### src/rtl/vx_wb_arbiter.sv
// vx_wb_arbiter: round-robin arbiter that merges the ALU, LSU-load, CSR, FPU
// and GPU commit streams onto the single register-file writeback port through
// a one-entry valid/ready output stage.
// Optional feature: define WB_ARB_STATS_EN to add the grant_count port with
// one 32-bit wrapping grant counter per requester.
module vx_wb_arbiter #(
    parameter int unsigned NUM_REQS = 5,
    parameter int unsigned DATAW    = 64,
    parameter int unsigned SELW     = $clog2(NUM_REQS)
) (
    input  logic                      clk,
    input  logic                      reset,
    input  logic [NUM_REQS-1:0]       req_valid,
    input  logic [NUM_REQS*DATAW-1:0] req_data,
    output logic [NUM_REQS-1:0]       req_ready,
    output logic                      wb_valid,
    output logic [DATAW-1:0]          wb_data,
    output logic [SELW-1:0]           wb_sel,
    input  logic                      wb_ready
`ifdef WB_ARB_STATS_EN
    ,
    output logic [32*NUM_REQS-1:0]    grant_count
`endif
);

    logic [SELW-1:0]  rr_ptr_q;
    logic [SELW-1:0]  rr_ptr_d;
    logic [SELW-1:0]  winner;
    logic [DATAW-1:0] win_data;
    logic             any_valid;
    logic             load_en;
    logic             fire;

    assign any_valid = |req_valid;
    assign load_en   = !wb_valid || wb_ready;
    // Nothing may be accepted while reset is high.
    assign fire      = any_valid && load_en && !reset;

    // Pick the first valid requester at or after rr_ptr, wrapping by compare.
    always_comb begin
        logic [SELW:0]   idx;
        logic [SELW-1:0] cand;
        logic            found;
        winner = '0;
        found  = 1'b0;
        idx    = '0;
        cand   = '0;
        for (int k = 0; k < NUM_REQS; k++) begin
            idx = {1'b0, rr_ptr_q} + (SELW+1)'(k);
            if (idx >= (SELW+1)'(NUM_REQS)) begin
                idx = idx - (SELW+1)'(NUM_REQS);
            end
            cand = idx[SELW-1:0];
            if (!found && req_valid[cand]) begin
                winner = cand;
                found  = 1'b1;
            end
        end
    end

    // Select the winner's payload.
    always_comb begin
        win_data = '0;
        for (int i = 0; i < NUM_REQS; i++) begin
            if (SELW'(i) == winner) begin
                win_data = req_data[i*DATAW +: DATAW];
            end
        end
    end

    // One-hot accept for the winner, only on a cycle that actually fires.
    always_comb begin
        req_ready = '0;
        if (fire) begin
            req_ready[winner] = 1'b1;
        end
    end

    // Next pointer: one past the winner, wrapping the last index to zero.
    always_comb begin
        rr_ptr_d = rr_ptr_q;
        if (fire) begin
            rr_ptr_d = (winner == SELW'(NUM_REQS - 1)) ? '0 : winner + 1'b1;
        end
    end

    // Output stage and pointer; drain without refill clears only the valid.
    always_ff @(posedge clk) begin
        if (reset) begin
            wb_valid <= 1'b0;
            wb_data  <= '0;
            wb_sel   <= '0;
            rr_ptr_q <= '0;
        end else begin
            rr_ptr_q <= rr_ptr_d;
            if (fire) begin
                wb_valid <= 1'b1;
                wb_data  <= win_data;
                wb_sel   <= winner;
            end else if (wb_ready) begin
                wb_valid <= 1'b0;
            end
        end
    end

`ifdef WB_ARB_STATS_EN
    logic [NUM_REQS-1:0][31:0] cnt_q;

    // Per-requester grant counters, wrapping naturally at 32 bits.
    always_ff @(posedge clk) begin
        if (reset) begin
            cnt_q <= '0;
        end else if (fire) begin
            for (int i = 0; i < NUM_REQS; i++) begin
                if (SELW'(i) == winner) begin
                    cnt_q[i] <= cnt_q[i] + 32'd1;
                end
            end
        end
    end

    assign grant_count = cnt_q;
`endif

endmodule

### config.mk
export PLATFORM = sky130hd
export DESIGN_NAME = vx_wb_arbiter
export DESIGN_NICKNAME = d
export VERILOG_FILES = /design/src/rtl/vx_wb_arbiter.sv
export SDC_FILE = /design/constraint.sdc
export NUM_CORES = 1
export LEC_CHECK = 0
export ABC_AREA = 1
export BUFFER_PORTS_ARGS = -buffer_cell sky130_fd_sc_hd__buf_4
export CAP_MARGIN = 0
export CORE_AREA = 3 3 157 159
export DETAILED_ROUTE_END_ITERATION = 7
export DIE_AREA = 0 0 160 162
export PLACE_DENSITY = 0.75
export SYNTH_ARGS = -nofsm -noshare
export SYNTH_HDL_FRONTEND = slang
export SYNTH_SLANG_ARGS = --single-unit
export TNS_END_PERCENT = 5
### constraint.sdc
create_clock -name clk -period 3.85 [get_ports clk]
set_clock_uncertainty 0.05 [all_clocks]
set_input_delay 0 -clock clk [delete_from_list [all_inputs] [get_ports clk]]
set_output_delay 0 -clock clk [all_outputs]
set_load 0.01 [all_outputs]
# After elaboration in Yosys (flattened, before gate mapping)

Index checks and enable logic that the tools add are counted.

Add/subtract/negate cells: 10
Magnitude comparators: 12
Equality and inequality tests: 5
Muxes and demuxes: 35
Reduce and logical (&&, ||, !) cells: 17

Operator list:

| cell                | number |
|---|---|
| $mux 64             | 5 |
| $mux 3              | 11 |
| $lt 3x4->1 const B  | 6 |
| $ge 4x3->1 const B  | 4 |
| $bmux 1 s3          | 5 |
| $sub 3x3->3 const B | 5 |
| $mux 1              | 12 |
| $add 3x2->4 const B | 2 |
| $logic_and 1x1->1   | 7 |
| $eq 2x3->1 const A  | 2 |
| $logic_not 1->1     | 6 |
| $mux 5              | 1 |
| $reduce_or 5->1     | 1 |
| $add 3x1->4 const B | 1 |
| $add 3x3->4 const B | 1 |
| $add 3x1->3 const B | 1 |
| $demux 1 s3         | 1 |
| $eq 1x3->1 const A  | 1 |
| $eq 3x3->1 const A  | 1 |
| $eq 3x3->1 const B  | 1 |
| $ge 3x1->1 const B  | 1 |
| $ge 3x3->1 const B  | 1 |
| $logic_not 3->1     | 1 |
| $reduce_bool 2->1   | 1 |
| $logic_or 1x1->1    | 1 |

Flip-flop bits (word level): 71
Input bits: 328
Output and inout bits: 73
Logic and storage cells: 83

# Logic depth before layout (Yosys ltp)

Depth in word-level cells: 23
Gate-level depth with buffers: 29
Gate-level depth less buffers: 28

# Least setup slack after synthesis

Ideal clock, no wire load.

Kind: register to register
Start: register rr_ptr_q[0]
End: register wb_data[34]
Setup time: 71 ps
Data arrival time: 3,819 ps
Data required time: 3,729 ps
Setup slack: -90 ps
Stages on the path, launching flop included: 27
Buffers on the path: 3
Clock period less this slack: 3,940 ps
Cell sequence: dfxtp_1 -> buf_6 -> inv_4 -> ha_1 -> ha_1 -> o21ai_1 -> nand3_1 -> nand2_1 -> nand2_1 -> nand3_1 -> nand2_1 -> nand2_1 -> nand2_1 -> nor2_1 -> and2_4 -> inv_1 -> o211ai_1 -> ha_1 -> ha_1 -> clkbuf_1 -> clkbuf_1 -> nand2_1 -> nand2_1 -> inv_1 -> nand2_1 -> nand2_1 -> a21oi_2

Cells in the longest elaborated chain, start to end: 23
Elaborated cells between the ends (all ways): 56
Those cells by class: add/sub (9); order compare (5); eq/ne (4); mux (29); reduce/logical (9)

Ends and longest elaborated chain:

| what                                                 | RTL line | RTL |
|---|---|---|
| start: declaration                                   | 26       | `logic [SELW-1:0] rr_ptr_q;` |
| start signal: assignment                             | 95       | `rr_ptr_q <= rr_ptr_d;` |
| branches (longest 16 deep; another with $add 3x1->4) | n/a      |  |
| $mux 3 (*)                                           | 54       | `if (!found && req_valid[cand]) begin` |
| net winner[0]                                        | 28       | `logic [SELW-1:0] winner;` |
| $logic_not 3->1                                      | 65       | `if (SELW'(i) == winner) begin` |
| $mux 64 (4 in a row)                                 | 65       |  |
| $mux 64 (*)                                          | 65       |  |
| end signal: assignment                               | 98       | `wb_data <= win_data;` |
| end: declaration                                     | 17       | `output logic [DATAW-1:0] wb_data,` |

Mark *: on every way through the listed nets, which the timed path passes. The select of a mux whose other input is x is not followed.
A chain may end at the register's enable or synchronous reset.

# Final worst setup path

Start: register rr_ptr_q[1]
End: register wb_data[53]

Same word-level chain as after synthesis.

==> results.sh <==
export IMPL_outcome="finished clean"
export IMPL_crit_path_max_fanout=15
export IMPL_clock_latency_ns=0.34
export IMPL_ant_nets=0
export IMPL_cts_root_buf="clkbuf_16"
export IMPL_hold_viol=0
export IMPL_die_w_um=160
export IMPL_start_util=0.353
export IMPL_fin_crit_sh=0.972
export IMPL_min_path_cells=5
export IMPL_cts_sinks=71
export IMPL_grt_pass1_wl_um=53200
export IMPL_track_usage=0.249
export IMPL_slew_viol_final=0
export IMPL_cts_max_level=3
export IMPL_ioPinCount=401
export IMPL_detail_route_wl_per_cell_um=16.8
export IMPL_rows=56
export IMPL_grt_max_degree=84
export IMPL_dp_slack_ns=-0.00562
export IMPL_drt_iter0_drc=1107
export IMPL_min_period_ns=3.74
export IMPL_min_from="req_data[316]"
export IMPL_reg2reg_to="wb_data[53]"
export IMPL_drc=0
export IMPL_area_delta_synth_final_pct=61.1
export IMPL_grt_pass1_vias=10600
export IMPL_seq_area_um2=1430
export IMPL_cp_end_kind="flip-flop"
export IMPL_numPortBuffers=400
export IMPL_vias=11800
export IMPL_hp_class="primary input to flip-flop"
export IMPL_ys_types=36
export IMPL_via_per_inst=5.02
export IMPL_rsz0062_at_grt="yes"
export IMPL_grt_antenna_before_repair=0
export IMPL_routed_wl_um=39500
export IMPL_ys_seq_area_frac=0.172
export IMPL_setup_violations_final=0
export IMPL_ys_ff_latch=71
export IMPL_dr_pass1_iters=6
export IMPL_path_class="flip-flop to flip-flop"
export IMPL_layout_nets=2371
export IMPL_mostFrequentLayoutCell="nand2_1"
export IMPL_multi_input_area_um2=5320
export IMPL_regToRegSetupSlack_ns=0.11
export IMPL_cts_buffers=9
export IMPL_maxCapViolCount=0
export IMPL_synth_warnings=0
export IMPL_die_h_um=162
export IMPL_dieArea_um2=25900
export IMPL_synthCells=1608
export IMPL_fin_util=0.569
export IMPL_finalWeightedCongestion=0.986
export IMPL_crit_arrival_ns=3.89
export IMPL_worst_slack_ns=0.106
export IMPL_required_ns=3.99
export IMPL_grtUsageMet3=0.0462
export IMPL_syn_nets=1950
export IMPL_num_fill_cells=2365
export IMPL_layout_drive_gt1_share=0.292
export IMPL_clk_path_buf_depth=2
export IMPL_core_area_um2=23400
export IMPL_grt_util_met2=0.429
export IMPL_diodes=0
export IMPL_worstRegToRegCells=25
export IMPL_cts_tree="yes"
export IMPL_fmax_ghz=0.267
export IMPL_busiest_layer="met2"
export IMPL_overflow=0
export IMPL_crit_path_start_kind="flip-flop"
export IMPL_rr_startpoint="rr_ptr_q[1]"
export IMPL_synth_avg_cell_area_um2=5.14
export IMPL_use_met1=0.313
export IMPL_hold_end="wb_data[60]"
export IMPL_timing_max_slew_rel_slack=0.355
export IMPL_hpwlAfterDp_um=25200
export IMPL_path_clk_slew_ns=0.06
export IMPL_synth_area_um2=8260
export IMPL_final_cell_mix="nand2_1 (491), buf_4 (430), inv_1 (346)"
export IMPL_tightest_slew_ns=0.968
[worst max-delay path, cell delays in order (launching register included)]
cell	delay [ns]
dfxtp_4	0.36
buf_4	0.17
ha_2	0.20
inv_2	0.13
nand3_4	0.17
nand2_2	0.11
nand3_1	0.07
nand3_1	0.10
nand3_1	0.10
nand2_2	0.15
nand3_2	0.13
nor2_4	0.14
and2_4	0.16
inv_1	0.05
o211ai_1	0.31
buf_4	0.19
ha_4	0.14
ha_4	0.24
inv_8	0.08
clkbuf_16	0.19
nand2_1	0.09
inv_1	0.04
nand2_1	0.05
nand2_1	0.04
nand2_1	0.08
a21oi_2	0.05
[how the worst max path moves through the flow]
| stage | start | end | slack (ns) | cells past startpoint |
|---|---|---|---|---|
| 2_1_floorplan | rr_ptr_q[0] | wb_data[43] | 0.001 | 25 |
| 3_3_place_gp | rr_ptr_q[0] | wb_data[44] | 0.01 | 24 |
| 3_5_place_dp | rr_ptr_q[0] | wb_data[44] | -0.006 | 24 |
| 4_1_cts | rr_ptr_q[0] | wb_data[47] | 0.04 | 25 |
| 5_1_grt | rr_ptr_q[1] | wb_data[22] | -0.04 | 25 |
| 6_report | rr_ptr_q[1] | wb_data[53] | 0.11 | 25 |
[routing by layer]
metal,up-vias,part of all wire
met5,-,0
met4,0,0.031
met3,85,0.095
met2,666,0.48
met1,5350,0.40
li1,5713,-
[synthesized netlist by cell type]
library cell	instances	area share
buf_4	7	0.0064
o2111ai_1	1	0.0011
nand3_2	6	0.0073
nand2_2	9	0.0068
a31o_2	1	0.0011
nor2_1	76	0.035
o21a_1	1	0.00091
inv_1	350	0.16
and2_4	1	0.0011
nor3_1	1	0.00061
o21ai_2	1	0.0011
nor3b_1	1	0.00091
o211ai_1	3	0.0027
dfxtp_1	71	0.17
buf_8	1	0.0018
nand3_1	290	0.18
ha_1	13	0.020
fa_1	1	0.0024
clkbuf_1	57	0.026
nand4_1	5	0.0038
nand2_8	1	0.0024
buf_6	4	0.0055
nand2_4	3	0.0041
nand4_2	3	0.0045
xor2_2	1	0.0020
buf_1	7	0.0032
xor2_1	1	0.0011
o21ai_1	10	0.0061
nor2_2	1	0.00076
a21oi_1	47	0.028
inv_4	1	0.00076
a21oi_2	23	0.024
nand2_1	506	0.23
inv_2	5	0.0023
buf_2	30	0.018
o21ai_0	69	0.042
[per-stage QoR]
| step | hold WS [ns] | instance area (µm²) | instances | setup TNS [ns] |
|---|---|---|---|---|
| 2_1_floorplan | 0.136 | 8280 | 1608 | 0 |
| 3_3_place_gp | 0.315 | 11600 | 2255 | 0 |
| 3_5_place_dp | 0.319 | 11600 | 2255 | -0.0110 |
| 4_1_cts | 0.000334 | 12400 | 2312 | 0 |
| 5_1_grt | 0.0135 | 13300 | 2353 | -0.651 |
| 6_report | 0.00148 | 13300 | 2353 | 0 |
[sequential cells by signal, summed over array words and instances, names as in the netlist]
register and count:
wb_sel 3, wb_data 64, wb_valid 1, rr_ptr_q 3
[final cells by class]
type	count	share of cell area
clock inverter	7	0.00714
clock buffer	9	0.0169
multi-input combinational	1076	0.400
sequential	71	0.107
inverter	356	0.101
tap	319	0.0300
timing repair buffer	515	0.338
[cell families (layout without fill, tap and decap cells)]
logic type | Yosys count | after routing | synth area share
AND/OR/NAND/NOR | 903 | 904 | 0.472
flip-flops | 71 | 71 | 0.172
adder cells (fa/ha/maj) | 14 | 14 | 0.0221
AO/OA/AOI/OAI | 156 | 156 | 0.108
buffers and inverters | 462 | 887 | 0.223
XOR/XNOR | 2 | 2 | 0.00303
[repair_timing]
action,CTS,global route
pin swaps,0,19
cloned,0,20
buffers inserted,0,21
endpoints found under the setup margin,8,69
endpoints found under the hold margin,41,0
hold buffers,41,0
gates resized for setup,2,87
Power is not shown: default switching activity piles up to over one toggle a cycle in this logic, so the estimate is an artifact.
